$ cat src/rtl/alu_if.sv
`default_nettype none
// ============================================================================
// Module      : alu_if
// Description : Operand and result handshake bundle for alu_seq.
//               The master side (the execute-stage producer/consumer) drives
//               in_valid, a, b, op and out_ready. The slave side (alu_seq)
//               drives in_ready, out_valid, result and the eq/lt/ltu/err flags.
// Revision    : 1.0 - initial release
// ============================================================================
interface alu_if #(
  parameter int WIDTH = 32
);
  logic             in_valid;
  logic             in_ready;
  logic [WIDTH-1:0] a;
  logic [WIDTH-1:0] b;
  logic [3:0]       op;
  logic             out_valid;
  logic             out_ready;
  logic [WIDTH-1:0] result;
  logic             eq;
  logic             lt;
  logic             ltu;
  logic             err;

  modport master (
    output in_valid, a, b, op, out_ready,
    input  in_ready, out_valid, result, eq, lt, ltu, err
  );

  modport slave (
    input  in_valid, a, b, op, out_ready,
    output in_ready, out_valid, result, eq, lt, ltu, err
  );
endinterface
`default_nettype wire

$ cat src/rtl/alu_seq.sv
`default_nettype none
// ============================================================================
// Module      : alu_seq
// Description : Handshaked execute-stage ALU. Single-cycle integer ops are
//               registered straight into the result. MUL (shift-add), DIVU and
//               REMU (restoring) iterate once per cycle for WIDTH cycles.
//               eq/lt/ltu/err are captured with the operands at accept.
// Ports       : clk, rst (async, active high)
//               bus.in_valid/in_ready/a/b/op   - operand channel
//               bus.out_valid/out_ready/result - result channel
//               bus.eq/lt/ltu/err              - flags held with result
// Revision    : 1.0 - initial release
// ============================================================================
module alu_seq #(
  parameter int WIDTH = 32
) (
  input  wire logic clk,
  input  wire logic rst,
  alu_if.slave      bus
);
  localparam int SHW = $clog2(WIDTH);

  localparam logic [1:0] c_IDLE = 2'd0;
  localparam logic [1:0] c_BUSY = 2'd1;
  localparam logic [1:0] c_DONE = 2'd2;

  localparam logic [3:0] c_OP_ADD  = 4'b0001;
  localparam logic [3:0] c_OP_SUB  = 4'b0010;
  localparam logic [3:0] c_OP_AND  = 4'b0011;
  localparam logic [3:0] c_OP_OR   = 4'b0100;
  localparam logic [3:0] c_OP_SEQ  = 4'b0110;
  localparam logic [3:0] c_OP_SLL  = 4'b0111;
  localparam logic [3:0] c_OP_XOR  = 4'b1000;
  localparam logic [3:0] c_OP_SLT  = 4'b1001;
  localparam logic [3:0] c_OP_SLTU = 4'b1010;
  localparam logic [3:0] c_OP_SRL  = 4'b1011;
  localparam logic [3:0] c_OP_MUL  = 4'b1100;
  localparam logic [3:0] c_OP_SRA  = 4'b1101;
  localparam logic [3:0] c_OP_DIVU = 4'b1110;
  localparam logic [3:0] c_OP_REMU = 4'b1111;

  logic [1:0]       r_state;
  logic [SHW-1:0]   r_cnt;
  logic [3:0]       r_op;
  // Iteration registers, shared by both long ops:
  //   MUL : r_acc = partial product, r_opa = multiplicand (shifts left),
  //         r_opb = multiplier (shifts right)
  //   DIV : r_acc = partial remainder, r_opa = dividend shifting out while
  //         quotient bits shift in, r_opb = divisor
  logic [WIDTH-1:0] r_acc;
  logic [WIDTH-1:0] r_opa;
  logic [WIDTH-1:0] r_opb;
  logic [WIDTH-1:0] r_result;
  logic             r_eq, r_lt, r_ltu, r_err;
  logic             r_out_valid;

  logic             w_in_ready;
  logic             w_accept;
  logic             w_eq, w_lt, w_ltu;
  logic             w_is_multi;
  logic [SHW-1:0]   w_sh;
  logic [WIDTH-1:0] w_single;
  logic             w_unsup;

  logic [WIDTH-1:0] w_mul_acc;
  logic [WIDTH:0]   w_div_shift;
  logic [WIDTH:0]   w_div_trial;
  logic             w_div_fits;
  logic [WIDTH-1:0] w_div_rem;
  logic [WIDTH-1:0] w_div_quo;
  logic [WIDTH-1:0] w_final;

  assign w_in_ready = !rst && ((r_state == c_IDLE) || ((r_state == c_DONE) && bus.out_ready));
  assign w_accept   = bus.in_valid && w_in_ready;

  assign w_eq  = (bus.a == bus.b);
  assign w_lt  = ($signed(bus.a) < $signed(bus.b));
  assign w_ltu = (bus.a < bus.b);
  assign w_sh  = bus.b[SHW-1:0];

  assign w_is_multi = (bus.op == c_OP_MUL) || (bus.op == c_OP_DIVU) || (bus.op == c_OP_REMU);

  always_comb begin
    w_single = '0;
    w_unsup  = 1'b0;
    case (bus.op)
      c_OP_ADD:  w_single = bus.a + bus.b;
      c_OP_SUB:  w_single = bus.a - bus.b;
      c_OP_AND:  w_single = bus.a & bus.b;
      c_OP_OR:   w_single = bus.a | bus.b;
      c_OP_XOR:  w_single = bus.a ^ bus.b;
      c_OP_SLL:  w_single = bus.a << w_sh;
      c_OP_SRL:  w_single = bus.a >> w_sh;
      c_OP_SRA:  w_single = $signed(bus.a) >>> w_sh;
      c_OP_SLT:  w_single = {{(WIDTH-1){1'b0}}, w_lt};
      c_OP_SLTU: w_single = {{(WIDTH-1){1'b0}}, w_ltu};
      c_OP_SEQ:  w_single = {{(WIDTH-1){1'b0}}, w_eq};
      default:   w_unsup  = 1'b1;
    endcase
  end

  // One shift-add step.
  assign w_mul_acc = r_opb[0] ? (r_acc + r_opa) : r_acc;

  // One restoring-divide step. The partial remainder is always below the
  // divisor, so the shifted value fits WIDTH+1 bits and the restored result
  // fits WIDTH bits. A zero divisor always "fits", which naturally yields an
  // all-ones quotient and a remainder equal to the dividend.
  assign w_div_shift = {r_acc, r_opa[WIDTH-1]};
  assign w_div_trial = w_div_shift - {1'b0, r_opb};
  assign w_div_fits  = !w_div_trial[WIDTH];
  assign w_div_rem   = w_div_fits ? w_div_trial[WIDTH-1:0] : w_div_shift[WIDTH-1:0];
  assign w_div_quo   = {r_opa[WIDTH-2:0], w_div_fits};

  always_comb begin
    w_final = w_mul_acc;
    case (r_op)
      c_OP_DIVU: w_final = w_div_quo;
      c_OP_REMU: w_final = w_div_rem;
      default:   w_final = w_mul_acc;
    endcase
  end

  always_ff @(posedge clk or posedge rst) begin
    if (rst) begin
      r_state     <= c_IDLE;
      r_cnt       <= '0;
      r_op        <= '0;
      r_acc       <= '0;
      r_opa       <= '0;
      r_opb       <= '0;
      r_result    <= '0;
      r_eq        <= 1'b0;
      r_lt        <= 1'b0;
      r_ltu       <= 1'b0;
      r_err       <= 1'b0;
      r_out_valid <= 1'b0;
    end else begin
      case (r_state)
        c_BUSY: begin
          if (r_op == c_OP_MUL) begin
            r_acc <= w_mul_acc;
            r_opa <= r_opa << 1;
            r_opb <= r_opb >> 1;
          end else begin
            r_acc <= w_div_rem;
            r_opa <= w_div_quo;
          end
          r_cnt <= r_cnt - 1'b1;
          if (r_cnt == '0) begin
            r_result    <= w_final;
            r_out_valid <= 1'b1;
            r_state     <= c_DONE;
          end
        end
        default: begin
          // IDLE and DONE share the accept path; in DONE an accept can only
          // happen when the consumer takes the current result this cycle.
          if (w_accept) begin
            r_eq  <= w_eq;
            r_lt  <= w_lt;
            r_ltu <= w_ltu;
            if (w_is_multi) begin
              r_op        <= bus.op;
              r_acc       <= '0;
              r_opa       <= bus.a;
              r_opb       <= bus.b;
              r_cnt       <= SHW'(WIDTH - 1);
              r_err       <= 1'b0;
              r_out_valid <= 1'b0;
              r_state     <= c_BUSY;
            end else begin
              r_result    <= w_single;
              r_err       <= w_unsup;
              r_out_valid <= 1'b1;
              r_state     <= c_DONE;
            end
          end else if ((r_state == c_DONE) && bus.out_ready) begin
            r_out_valid <= 1'b0;
            r_state     <= c_IDLE;
          end
        end
      endcase
    end
  end

  assign bus.in_ready  = w_in_ready;
  assign bus.out_valid = r_out_valid;
  assign bus.result    = r_result;
  assign bus.eq        = r_eq;
  assign bus.lt        = r_lt;
  assign bus.ltu       = r_ltu;
  assign bus.err       = r_err;
endmodule
`default_nettype wire

$ cat src/flat_wrapper.sv
// flat-port wrapper written by rule: the top's interface ports become plain ports
module alu_seq_flat 
#(
  parameter int WIDTH = 32
)
  (clk, rst, bus_in_valid, bus_a, bus_b, bus_op, bus_out_ready, bus_in_ready, bus_out_valid, bus_result, bus_eq, bus_lt, bus_ltu, bus_err);
  alu_if #(.WIDTH(WIDTH)) bus_i ();
  input  wire logic clk;
  input  wire logic rst;
  input wire logic [$bits(bus_i.in_valid)-1:0] bus_in_valid;
  input wire logic [$bits(bus_i.a)-1:0] bus_a;
  input wire logic [$bits(bus_i.b)-1:0] bus_b;
  input wire logic [$bits(bus_i.op)-1:0] bus_op;
  input wire logic [$bits(bus_i.out_ready)-1:0] bus_out_ready;
  output wire logic [$bits(bus_i.in_ready)-1:0] bus_in_ready;
  output wire logic [$bits(bus_i.out_valid)-1:0] bus_out_valid;
  output wire logic [$bits(bus_i.result)-1:0] bus_result;
  output wire logic [$bits(bus_i.eq)-1:0] bus_eq;
  output wire logic [$bits(bus_i.lt)-1:0] bus_lt;
  output wire logic [$bits(bus_i.ltu)-1:0] bus_ltu;
  output wire logic [$bits(bus_i.err)-1:0] bus_err;
  assign bus_i.in_valid = bus_in_valid;
  assign bus_i.a = bus_a;
  assign bus_i.b = bus_b;
  assign bus_i.op = bus_op;
  assign bus_i.out_ready = bus_out_ready;
  assign bus_in_ready = bus_i.in_ready;
  assign bus_out_valid = bus_i.out_valid;
  assign bus_result = bus_i.result;
  assign bus_eq = bus_i.eq;
  assign bus_lt = bus_i.lt;
  assign bus_ltu = bus_i.ltu;
  assign bus_err = bus_i.err;
  alu_seq #(.WIDTH(WIDTH)) u_core (.clk(clk), .rst(rst), .bus(bus_i));
endmodule
$ cat config.mk
export PLATFORM = sky130hd
export DESIGN_NAME = alu_seq_flat
export DESIGN_NICKNAME = d
export VERILOG_FILES = /design/src/rtl/alu_if.sv /design/src/rtl/alu_seq.sv /design/src/flat_wrapper.sv
export SDC_FILE = /design/constraint.sdc
export NUM_CORES = 1
export LEC_CHECK = 0
export CORE_MARGIN = 2
export CORE_UTILIZATION = 55
export CTS_CLUSTER_SIZE = 25
export DETAILED_ROUTE_END_ITERATION = 6
export GPL_TIMING_DRIVEN = 0
export PLACE_DENSITY = 0.77
export SLEW_MARGIN = 20
export SYNTH_ARGS = -nofsm -noshare
export SYNTH_HDL_FRONTEND = slang
export SYNTH_SLANG_ARGS = --single-unit
$ cat constraint.sdc
create_clock -name clk -period 5.9 [get_ports clk]
set_input_delay 1.18 -clock clk [delete_from_list [all_inputs] [get_ports clk]]
set_output_delay 1.18 -clock clk [all_outputs]
set_load 0.05 [all_outputs]
==> impl_results.md, run 1 <==
- Gr ovfl total: 0
- Drt total wl: approximately 100 mm
- Hold depth: 2
- 1st-iter DRT viols: 4610
- Core area: approximately 35000 um2
- Fin. Hold Viols: 0
- Slew Limit Fails: 0
- DRT antenna net count: 0
- Net Count, Synth: around 2900
- Clk pin slew, worst setup/hold paths: about 0.08 ns
- Final core utilization: 0.632
- Period utilization: 1.01
- GPL Wtd Cong: about 1.2
- Ranking of synthesized cells by area: dfrtp_1 18%, ha_1 11%, a21oi_1 7.2%
- CTS Buffer Depth: 2
- Synth top area share: 0.184
- Type of origin of the critical path: input port
- Reg2reg path depth: 16
- Worst Skew: around 0.020 ns
- VDD IR-drop max: about 430 uV
- Synth warnings: 0
- CTS Hold Buffers Added: 0
- Cell Area, Synth: roughly 19000 um2
- Yosys reg bits: 143
- Clock Latency Late Sink: approximately 0.47 ns
- Maximum clock frequency: approximately 170 MHz
- Hold endpoint: u_core.bus.eq$_DFFE_PP0P_
- Post-place setup slack: -2.74 ns
- Met3 Track Usage GR: 0.238
- Met1 usage: 0.624
- Initial antenna violation count: 4
- # IOs: between 100 and 150
- Number of global-route vias before repair: around 23000
- Via count: roughly 25000
- Violated checks: DRC, setup timing
- Number of fill cells: 3064
- Hpwl dp: 79.3 mm
- Top FF cell, synth: dfrtp_1
- Synth top cells by count: 288 x nor2_1, 282 x a21oi_1, 273 x nand2_1
- PortBufs: around 110
- Critical path peak fanout: 11
- Setup violators final: 3
- WS Path Type: input port to register
- Hold_sp: u_core.bus.eq$_DFFE_PP0P_
- Critical Path AT: approximately 6.4 ns
- Final Worst Setup Slack: -0.0541 ns
- Routing usage on met2: 0.786
- CTS root buf: clkbuf_16
- Synth Area per Inst: between 7 and 8 um2
- Yosys cell types: 85
- Min Tclk post-route: between 5 and 6 ns
- R2R Setup Slk: roughly 0.060 ns
- TritonRoute pass-1 iters: 7
- Row count: between 60 and 70
- Sequential area share after synthesis: 0.184
- Vias/cell: 7.57
- Power density cells: roughly 470 nW/um2
- Setup crit end kind: register
- H-tree depth: 4
- R2r startpoint: u_core.r_opb[0]$_DFFE_PP0P_
- Run status: finished with violations
- Max Cap Viol: 0
- Post-synth EDFFs: 0
- Tightest Pin Transition: between 1 and 1.5 ns
- WP data required: roughly 6.3 ns
- Share of flip-flops with an asynchronous set or reset: 1.00
- Leading area contributor after synthesis: dfrtp_1
- Leak pwr: 9.41 nW
- Gr busiest metal: met2
- CTS tree: built
- Worst min path class: register to register
- Relative slew slack: 0.157
- Mapped Cells: between 2000 and 3000
- Layout cell share with drive strength beyond 1: 0.0605
- Nets@finish: roughly 3000
- Pin count of the biggest net entering global routing: 93
- Count leader, synth: nor2_1
- Final instance area: 21900 um2
- Die Width: roughly 190 um
- CTS sink cnt: roughly 140
- Initial cell density of the core: 0.561
- Area growth syn-to-layout: 12.6%
- Crit Reg-Reg Endpoint: u_core.r_acc[25]$_DFFE_PP0P_
- DRC Markers: 37
- WL per Instance: approximately 31 um
- CTS Buf Count: 17
- First-pass GRT wire length: 149 mm
- Die height: a little under 200 um
- GRT Total Usage: 0.552
- Placed inst area: 21200 um2
- Die Area: roughly 37000 um2
-- cells by family after synthesis --
kind of cell	Yosys count	synth area share
flip-flops	143	0.184
AO/OA/AOI/OAI	977	0.327
adder cells (fa/ha/maj)	169	0.110
XOR/XNOR	74	0.0333
multiplexers	160	0.0975
buffers and inverters	350	0.0689
AND/OR/NAND/NOR	798	0.180
-- where the power goes --
part | switching (W) | total [W] | internal, W
Clock | 0.000519 | 0.00116 | 0.000640
Combinational | 0.00476 | 0.00709 | 0.00233
Sequential | 0.000543 | 0.00196 | 0.00141
Total | 0.00582 | 0.0102 | 0.00438
-- per-stage QoR --
step                      TNS [ns]  instances  power (W)  hold slack, ns
final                       -0.109       3269     0.0102           0.498
after global routing      -0.00730       3266     0.0105           0.528
after CTS                        0       3264    0.00968           0.501
after detailed placement    -54.25       3234    0.00849           0.478
after global placement     -227.25       3232    0.00830           0.462
after floorplan                  0       2671    0.00627           0.461
-- critical path, stage by stage --
cell and delay (ns):
clkdlybuf4s50_1 0.56, clkbuf_4 0.28, inv_1 0.18, buf_4 0.25
ha_1 0.30, buf_4 0.16, nor3_1 0.06, a2111o_1 0.49
a311o_1 0.47, a211oi_4 0.36, o211ai_1 0.29, a211oi_2 0.33
o21ai_0 0.27, a211oi_2 0.39, nand4b_1 0.23, a21oi_4 0.32
o32a_1 0.21
-- sequential cells by signal (all words and copies together) (netlist names) --
register,flops
u_core.bus.result,32
u_core.r_acc,32
u_core.r_opa,32
u_core.r_opb,32
u_core.r_cnt,5
u_core.r_op,4
u_core.r_state,2
u_core.bus.eq,1
u_core.bus.err,1
u_core.bus.lt,1
u_core.bus.ltu,1
-- cell usage in the layout (no fill, tap or decap), drive strengths merged, types with 19 or more instances in the layout --
cell,instances
nor3,41
a21oi,282
dfrtp,143
nand2,273
a221oi,24
o21ai,196
o21a,25
nor2,288
ha,165
buf,43
a31oi,36
clkdlybuf4s50,104
mux4,20
xnor2,52
mux2,39
mux2i,101
nand2b,19
clkbuf,174
a211oi,81
a22oi,33
nand3,61
xor2,22
o31ai,22
o22ai,31
a21o,33
inv,157
o211ai,34
-- per-layer routing --
layer  vias to the layer above  wire length [um]
li1                      10100                 -
met1                     11300             33300
met2                      2523             40900
met3                       822             16900
met4                         2             11900
met5                         -                13
-- area by class of cell --
class,count,area [um2],area share
Tap cell,455,569,0.0259
Multi-Input combinational cell,2178,14700,0.670
Sequential cell,143,3580,0.163
Clock inverter,14,156,0.00713
Buffer,193,782,0.0356
Antenna cell,3,7.51,0.000342
Clock buffer,18,439,0.0200
Timing Repair Buffer,111,1120,0.0510
Inverter,154,586,0.0267
-- what timing repair did --
action | in CTS | in global routing
gates resized for setup | 25 | 32
pin swaps | 1 | 2
buffers inserted | 1 | 2
endpoints found under the setup margin | 32 | 50
-- how the worst max path moves through the flow --
stage | start | to | slack, ns
6_report | bus_b[4] | u_core.bus.result[0]$_DFFE_PP0P_ | -0.05
5_1_grt | bus_b[4] | u_core.bus.result[0]$_DFFE_PP0P_ | -0.007
3_3_place_gp | bus_b[2] | u_core.bus.result[0]$_DFFE_PP0P_ | -2.72
3_5_place_dp | bus_b[2] | u_core.bus.result[0]$_DFFE_PP0P_ | -2.74
2_1_floorplan | bus_b[2] | u_core.bus.result[18]$_DFFE_PP0P_ | 0.17
4_1_cts | bus_b[4] | u_core.bus.result[0]$_DFFE_PP0P_ | 0.008
No activity file was read; power rests on OpenSTA's default activity.
==> run 2, diff against run 1 <==
- DONT_BUFFER_PORTS: unset -> 1
- PLACE_DENSITY: 0.77 -> 0.73
==> run 2 against run 1 <==
Against the previous run: the flow still finishes with violations (DRC, setup timing); core utilization fell by 3.0 points; via count fell by 1.4%; total power fell by 2.2%; register-to-register slack got worse by 0.22 ns; global-route usage rose by 0.65 points; count of clock-buffer cells in the layout rose by 4; sequential power rose by 22%; worst hold slack improved by 0.020 ns; critical path type is now register to register; largest power group unchanged.
==> impl_results.md, run 2 (synthesis gave the netlist of run 1 again) <==
- Run status: finished with violations
- Violated checks: DRC, setup timing
- Pin count of the biggest net entering global routing: 103 (+11%)
- Via count: 24400 (-1.4%)
- Commonest non-fill, non-tap cell in the layout: nor2_1
- Period utilization: 1.03 (+0.0181)
- Nets@finish: 2937 (-3.4%)
- Die height: 192 um (unchanged)
- Internal power: 0.00429 W (-2.1%)
- Initial antenna violation count: 6 (+2)
- Power density cells: 478 nW/um2 (+2.7%)
- Post-Layout Cell Count: 3169 (-3.1%)
- Die Width: 192 um (unchanged)
- Slew Limit Fails: 0 (unchanged)
- Critical Path AT: 6.40 ns (+0.05 ns)
- Clock Latency Late Sink: 0.46 ns (about the same)
- Vias/cell: 7.70 (+1.8%)
- Maximum clock frequency: 165 MHz (-1.8%)
- Min Tclk post-route: 6.06 ns (+0.107 ns)
- DRC Markers: 135 (+260%)
- Relative slew slack: 0.104 (-0.0526)
- Switching power: 0.00569 W (-2.2%)
- CP most frequent cell: a211oi_1
- PortBufs: 0 (-100%)
- CTS Buffer Depth: 2 (unchanged)
- Setup violators final: 8 (+5)
- DRT antenna net count: 0 (unchanged)
- TritonRoute pass-1 iters: 7 (unchanged)
- Cell total after placement: 3131 (-3.2%)
- Initial cell density of the core: 0.561 (unchanged)
- Clock power frac: 0.128 (+0.014)
- Critical path's slowest cell: clkbuf_1
- RSZ-0062 raised after global routing: false
- CP bufs+invs: 2 (-3)
- Final Worst Setup Slack: -0.161 ns (-0.107 ns)
- Max Cap Viol: 0 (unchanged)
- CP Launch Point: u_core.r_opb[0]$_DFFE_PP0P_
- Hold WS: 0.517 ns (+0.0195 ns)
- 1st-iter DRT viols: 4847 (+5.1%)
- Layout cell share with drive strength beyond 1: 0.0594 (-0.00105)
- Drt total wl: 104 mm (+1.1%)
- # IOs: 110 (unchanged)
- Row count: 68 (unchanged)
- Critical path peak fanout: 10 (-1)
- Commonest cells after routing, fill and taps aside: 288 x nor2_1, 281 x a21oi_1, 273 x nand2_1
- Seq pwr share: 0.239 (+0.047)
- Setup crit end kind: register
- WL per Instance: 32.8 um (+4.3%)
- CTS Buf Count: 17 (unchanged)
- Hold_sp: u_core.r_cnt[3]$_DFFE_PP0P_
- CTS Hold Buffers Added: 0 (unchanged)
- CTS tree: built
- CTS root buf: clkbuf_16
- Worst Skew: 0.0181 ns (-0.00171 ns)
- CTS sink cnt: 143 (unchanged)
- Core area: 34700 um2 (unchanged)
- Clk pin slew, worst setup/hold paths: 0.06 ns (-0.02 ns)
- GPL Wtd Cong: 1.13 (-2.9%)
- WS Path Type: register to register
- Crit-path cells: ha_2, inv_1, fa_1, a211oi_1, o211ai_1, a22oi_1, o311ai_0, a211oi_1, o21bai_1, xnor2_2, clkbuf_1, mux2i_1, o21ai_0, o32a_1
- H-tree depth: 4 (unchanged)
- Fin. Hold Viols: 0 (unchanged)
- CP peak stage delay: 0.80 ns (+0.24 ns)
- WP data required: 6.23 ns (-0.07 ns)
- Tightest Pin Transition: 1.31 ns (+0.0451 ns)
- Worst min path class: register to register
- Leak pwr: 9.02 nW (-4.1%)
- Area growth syn-to-layout: 7.20%
- Largest delay share family, worst path: compound AO/OA/AOI/OAI gates
- Die Area: 37000 um2 (unchanged)
- Comb pwr share: 0.633 (-0.062)
- R2r startpoint: u_core.r_opb[0]$_DFFE_PP0P_
- GRT Total Usage: 0.558 (+0.00646)
- Hpwl dp: 79.5 mm (+0.23%)
- Number of global-route vias before repair: 22600 (-1.8%)
- First-pass GRT wire length: 150 mm (+0.52%)
- VDD IR-drop max: 393 uV (-8.0%)
- Type of origin of the critical path: register
- Gr ovfl total: 0 (unchanged)
- Switching Share: 0.570 (about the same)
==> run 2: changes by cell type in the layout (fill, tap and decap cells not counted), moves of 3 or more <==
cell             before  now
clkdlybuf4s50_1     104    0
clkbuf_1            149  154
clkinvlp_4            4    0
inv_6                 4    0
bufinv_16             2    5
==> run 2: power groups by stage <==
stage               clock, W  sequential (W)  combinational [W]
floorplan                  0         0.00213            0.00414
detailed placement         0         0.00235            0.00584
CTS                  0.00125         0.00233            0.00591
global placement           0         0.00233            0.00570
global route         0.00129         0.00240            0.00660
finish               0.00128         0.00239            0.00632
==> run 2: layout make-up <==
cell class,count,area (um2)
Multi-Input combinational cell,2178,14600
Fill cell,3205,13800
Sequential cell,143,3580
Buffer,194,771
Inverter,154,586
Tap cell,455,569
Clock buffer,22,474
Clock inverter,10,183
Timing Repair Buffer,8,77.6
Antenna cell,5,12.5
==> run 2: layer usage <==
metal	GRT usage	share of wire
met1	0.626	0.32
met2	0.792	0.40
met3	0.244	0.16
met4	0.513	0.12
met5	0.00137	0.00012
==> run 2: worst reg2reg max path, delay by kind of cell (launching register included) <==
kind / cells / cell delay [ns]
AOI/OAI and AO/OA: 8 / 2.61
buffers and inverters: 2 / 0.91
adders and majority gates: 2 / 0.84
DFF: 1 / 0.64
xor gates and xnor gates: 1 / 0.54
muxes: 1 / 0.41
==> run 2: final timing paths <==
check / slack, ns / end / cells after the start
max: -0.16 / u_core.bus.result[24]$_DFFE_PP0P_ / 14
min: 0.52 / u_core.r_cnt[3]$_DFFE_PP0P_ / 1
max reg2reg: -0.16 / u_core.bus.result[24]$_DFFE_PP0P_ / 14
min reg2reg: 0.52 / u_core.r_cnt[3]$_DFFE_PP0P_ / 1
max in group asynchronous: 4.46 / u_core.r_opb[25]$_DFFE_PP0P_ / 2
min in group asynchronous: 0.56 / u_core.r_opb[1]$_DFFE_PP0P_ / 1
==> run 2: through the flow <==
step	power, W	cell area [um2]	setup WS (ns)	util	setup TNS (ns)
after global routing	0.0103	20900	0.0756	0.601	0
after floorplan	0.00627	19500	0.169	-	0
after detailed placement	0.00818	20100	-1.82	0.580	-27.05
after CTS	0.00949	20800	0.0447	0.599	0
final	0.00998	20900	-0.161	0.602	-0.512
after global placement	0.00803	20100	-1.94	0.578	-138.84
==> run 2: what timing repair did <==
item,4_1_cts,5_1_grt
resized for setup,15,11
buffers inserted,0,2
gates cloned,0,0
endpoints found under the setup margin,25,54
pin swaps,0,2
